--- src/rtl/bcd_counter_multi.sv ---
// Parametrised multi-digit BCD up/down counter with clear, validated parallel load,
// terminal count and wrap pulse. Define BCD_CNT_SAT_EN to saturate instead of wrapping.
module bcd_counter_multi #(
    parameter int DIGITS  = 2,
    parameter int RST_VAL = 0
) (
    input  logic                clk,
    input  logic                rstn,
    input  logic                en,
    input  logic                up_dn,
    input  logic                clr,
    input  logic                load,
    input  logic [4*DIGITS-1:0] load_val,
    output logic [4*DIGITS-1:0] count,
    output logic                tc,
    output logic                wrap,
    output logic                load_err
);

    localparam int W = 4 * DIGITS;

    function automatic logic [W-1:0] to_bcd(input int value);
        logic [W-1:0] res;
        int           v;
        res = '0;
        v   = value;
        for (int i = 0; i < DIGITS; i++) begin
            res[4*i +: 4] = 4'(v % 10);
            v             = v / 10;
        end
        return res;
    endfunction

    function automatic logic is_bcd(input logic [3:0] d);
        return (d <= 4'd9);
    endfunction

    // Returns {ripple-out, next value}; ripple-out set means every digit rolled over.
    function automatic logic [W:0] bcd_step(input logic [W-1:0] v, input logic up);
        logic [W-1:0] r;
        logic         c;
        r = v;
        c = 1'b1;
        for (int i = 0; i < DIGITS; i++) begin
            if (c) begin
                if (up) begin
                    if (v[4*i +: 4] == 4'd9) begin
                        r[4*i +: 4] = 4'd0;
                    end else begin
                        r[4*i +: 4] = v[4*i +: 4] + 4'd1;
                        c           = 1'b0;
                    end
                end else begin
                    if (v[4*i +: 4] == 4'd0) begin
                        r[4*i +: 4] = 4'd9;
                    end else begin
                        r[4*i +: 4] = v[4*i +: 4] - 4'd1;
                        c           = 1'b0;
                    end
                end
            end else begin
                r[4*i +: 4] = v[4*i +: 4];
            end
        end
        return {c, r};
    endfunction

    localparam logic [W-1:0] RST_BCD  = to_bcd(RST_VAL);
    localparam logic [W-1:0] ALL_NINE = {DIGITS{4'h9}};
    localparam logic [W-1:0] ALL_ZERO = '0;

    logic [W-1:0] count_q, count_d;
    logic         wrap_q, wrap_d;
    logic         load_err_q, load_err_d;
    logic [W:0]   step_s;

    assign step_s = bcd_step(count_q, up_dn);

    // Next-state selection with priority clr > load > en.
    always_comb begin
        count_d    = count_q;
        wrap_d     = 1'b0;
        load_err_d = 1'b0;
        if (clr) begin
            count_d = RST_BCD;
        end else if (load) begin
            for (int i = 0; i < DIGITS; i++) begin
                if (is_bcd(load_val[4*i +: 4])) begin
                    count_d[4*i +: 4] = load_val[4*i +: 4];
                end else begin
                    count_d[4*i +: 4] = 4'd0;
                    load_err_d        = 1'b1;
                end
            end
        end else if (en) begin
`ifdef BCD_CNT_SAT_EN
            if (step_s[W]) begin
                count_d = count_q;
            end else begin
                count_d = step_s[W-1:0];
            end
`else
            count_d = step_s[W-1:0];
            wrap_d  = step_s[W];
`endif
        end else begin
            count_d = count_q;
        end
    end

    // State registers with asynchronous active-low reset.
    always_ff @(posedge clk or negedge rstn) begin
        if (!rstn) begin
            count_q    <= RST_BCD;
            wrap_q     <= 1'b0;
            load_err_q <= 1'b0;
        end else begin
            count_q    <= count_d;
            wrap_q     <= wrap_d;
            load_err_q <= load_err_d;
        end
    end

    assign count    = count_q;
    assign wrap     = wrap_q;
    assign load_err = load_err_q;
    assign tc       = en & (up_dn ? (count_q == ALL_NINE) : (count_q == ALL_ZERO));

endmodule
--- config.mk ---
export PLATFORM = sky130hd
export DESIGN_NAME = bcd_counter_multi
export DESIGN_NICKNAME = d
export VERILOG_FILES = /design/src/rtl/bcd_counter_multi.sv
export SDC_FILE = /design/constraint.sdc
export NUM_CORES = 1
export LEC_CHECK = 0
export BUFFER_PORTS_ARGS = -buffer_cell sky130_fd_sc_hd__buf_2
export CAP_MARGIN = 20
export CORE_ASPECT_RATIO = 0.7
export CORE_MARGIN = 2
export CORE_UTILIZATION = 46
export CTS_BUF_LIST = sky130_fd_sc_hd__clkbuf_16
export DETAILED_ROUTE_END_ITERATION = 8
export PLACE_DENSITY = 0.74
export SLEW_MARGIN = 20
export SYNTH_ARGS = -nofsm -noshare
export SYNTH_HDL_FRONTEND = slang
export SYNTH_SLANG_ARGS = --single-unit
--- constraint.sdc ---
create_clock -name clk -period 2 [get_ports clk]
set_input_delay 0.2 -clock clk [delete_from_list [all_inputs] [get_ports clk]]
set_output_delay 0.2 -clock clk [all_outputs]
set_load 0.03 [all_outputs]
==> results.py <==
metrics = {
    "status": {
        "status": "finished, violations left",
        "violations": "negative setup slack",
    },
    "global_routing": {
        "grt_max_degree": 14,
        "grtUsageTotal_pct": 25.0,
        "grt_pass1_vias": 999,
        "grt_overflow_total": 0,
        "grt_pass1_wl_um": 4600,
        "antenna_found_initial": 0,
    },
    "floorplanning": {
        "io_pins": 25,
        "fp.dieH_um": 41.7,
        "initial_core_util_pct": 49.5,
        "die_x_um": 57.8,
        "rows": 13,
        "core_um2": 1890,
        "die_area_um2": 2410,
    },
    "drt": {
        "vias": 1092,
        "first_pass_iters": 6,
        "vias_per_cell": 6.31,
        "detail-route-antenna-nets": 0,
        "drc": 0,
        "initialDrtViolationCount": 106,
        "wl_per_cell_um": 17.2,
        "wl_um": 2980,
    },
    "logic_synthesis": {
        "synth_area_um2": 933,
        "async_flop_share_pct": 100,
        "avgSynthCellArea_um2": 7.91,
        "synth-seq-cells": 10,
        "synth_flop_cell": "dfrtp_1",
        "ys_seq_area_share_pct": 26.8,
        "synth_edf_count": 0,
        "syn_nets": 138,
        "syn_inst": 118,
        "synth_cell_types": 37,
        "yosys_warnings": 0,
    },
    "critical_path": {
        "critical_path_arrival_ns": 1.80,
        "critPathKind": "reg2out",
        "cp-start-kind": "flop",
        "path_buf_inv": 2,
        "max_stage_delay_ns": 0.40,
        "slowest_stage": "dfrtp_2",
        "crit_fanout": 2,
        "crit_chain": "inv_2 -> ha_4 -> or3b_4 -> a21o_4 -> a211oi_4 -> buf_6",
        "worst_setup_path_end_kind": "primary output",
        "required_ns": 1.80,
        "critical_path.top_delay_family": "compound AO/OA/AOI/OAI gates",
    },
    "clock_tree": {
        "cts_buffer_depth": 2,
        "cts_tree": "done",
        "clkTransAtPathRegs_ns": 0.04,
        "cts_sinks": 10,
        "clock-root-buffer": "clkbuf_16",
        "clk_latency_ns": 0.24,
        "numCtsBuffers": 3,
        "htreeDepth": 1,
    },
    "sta": {
        "setup_ws_ns": -0.000365,
        "maxSlewHeadroom_pct": 77.4,
        "tightest_slew_ns": 0.339,
        "finClkSkew_ns": 0.00407,
        "max_freq_mhz": 500,
        "setup-tns-final_ns": -0.000365,
        "period_share_pct": 100,
        "hold_violations": 0,
        "period_needed_ns": 2.00,
        "drv_slew": 0,
        "setup_viol_count_final": 1,
        "rsz0062_at_grt": "true",
    },
    "placed_design": {
        "gp_congestion": 1.00,
        "dp_hpwl_um": 2120,
        "port_buffers": 24,
    },
    "layout": {
        "fin_nets": 172,
        "area_growth_pct": 35.8,
        "utilization_pct": 67.2,
        "final_layout_size_suffix_gt1_share_pct": 35.1,
        "n_antenna_cell": 0,
        "nFillCells": 144,
    },
    "pwr": {
        "power_w": 0.000825,
        "vdd_drop_max_v": 0.000857,
        "power.density_nw_per_um2": 651,
        "p_leak_nw": 0.574,
    },
    "min_path": {
        "hold_class": "in2reg",
    },
    "flow_run": {
        "maxCapViolCount": 0,
    },
}
-- worst reg2reg max path, stage by stage, from the launching register on --
cell and delay, ns:
dfrtp_2 0.40, inv_2 0.08, ha_4 0.13, or3b_4 0.39, a21o_4 0.22, buf_4 0.15, o21a_1 0.19, o311a_1 0.29
-- cells in the mapped netlist, types with 2 or more instances --
| cell | n | share of area, % |
|---|---|---|
| a311oi_1 | 2 | 1.9 |
| o31ai_1 | 2 | 1.6 |
| nand3_1 | 5 | 2.7 |
| o311a_1 | 3 | 3.2 |
| o21ai_0 | 9 | 4.8 |
| nor2b_1 | 2 | 1.3 |
| a21oi_1 | 9 | 4.8 |
| and3_1 | 2 | 1.3 |
| nor2_1 | 10 | 4.0 |
| clkbuf_1 | 6 | 2.4 |
| nor3_1 | 2 | 1.1 |
| a31oi_1 | 5 | 3.4 |
| dfrtp_1 | 10 | 27 |
| nand2_1 | 3 | 1.2 |
| ha_1 | 6 | 8.0 |
| o32ai_1 | 3 | 2.8 |
| inv_1 | 10 | 4.0 |
| a211oi_1 | 4 | 3.2 |
| nand2b_1 | 7 | 4.7 |
-- path summary, 6_finish.rpt --
check	start	endpoint	slack (ns)	cells past startpoint
max	count[1]$_DFFE_PN0P_	tc	-0.0004	6
min	clr	count[2]$_DFFE_PN0P_	0.19	2
max reg2reg	count[1]$_DFFE_PN0P_	count[6]$_DFFE_PN0P_	0.05	7
min reg2reg	count[5]$_DFFE_PN0P_	count[5]$_DFFE_PN0P_	0.74	3
max in group asynchronous	rstn	count[0]$_DFFE_PN0P_	1.41	2
min in group asynchronous	rstn	count[2]$_DFFE_PN0P_	0.36	2
-- routing by layer --
metal / vias to the layer above / part of all wire (%) / global-route usage, %
met1: 508 / 43 / 33.1
met4: 0 / 1.4 / 6.98
li1: 505 / - / -
met3: 8 / 10 / 8.72
met5: - / 0 / 0
met2: 71 / 46 / 38.6
-- report_power, final --
group / switching [W] / internal, W
registers: 0.0000124 / 0.000215
clock network: 0.0000971 / 0.000262
logic: 0.000141 / 0.0000975
-- metrics by stage --
step | hold WS (ns) | setup slack [ns] | cells | area (µm²)
after floorplan | -0.0956 | 0.0220 | 118 | 961
after global placement | 0.0742 | 0.123 | 165 | 1130
after detailed placement | 0.0755 | 0.0547 | 165 | 1130
after CTS | 0.191 | -0.0555 | 173 | 1260
after global routing | 0.206 | -0.0523 | 173 | 1270
final | 0.189 | -0.000365 | 173 | 1270
-- layout by cell type, fill, tap and decap left out, types with 3 or more instances in the layout --
master / count
buf_4: 11
a211oi_1: 3
o32ai_1: 3
nand2b_1: 7
inv_1: 8
a31oi_1: 5
nor2_1: 10
buf_2: 23
o21ai_0: 9
o311a_1: 3
nand2_1: 3
nand3_1: 5
dfrtp_1: 8
a21oi_1: 9
ha_1: 4
clkbuf_16: 3
-- flip-flops by register name, indices dropped and copies added (netlist names) --
register	count
wrap	1
load_err	1
count	8
-- cells by family (layout without fill, tap and decap cells) --
family                   after synthesis  in the layout  synth area share, %
multiplexers                           1              1                 1.07
flip-flops                            10             10                 26.8
AO/OA/AOI/OAI                         44             44                 32.2
AND/OR/NAND/NOR                       40             40                 24.3
adder cells (fa/ha/maj)                6              6                 8.04
buffers and inverters                 17             50                 7.64
-- layout make-up --
class / instances / area [µm²] / area share (%)
sequential: 10 / 253 / 19.9
inverter: 10 / 37.5 / 2.96
timing repair buffer: 36 / 219 / 17.3
clock inverter: 1 / 3.75 / 0.296
multi-input combinational: 91 / 652 / 51.4
clock buffer: 3 / 75.1 / 5.92
tap: 22 / 27.5 / 2.17
-- what timing repair did --
action,CTS,global route
hold endpoints to repair,10,0
hold buffers,1,0
resized for setup,5,3
setup buffers,3,0
endpoints found under the setup margin,1,2
pin swaps,4,3
(Power assumes the default switching activity.)
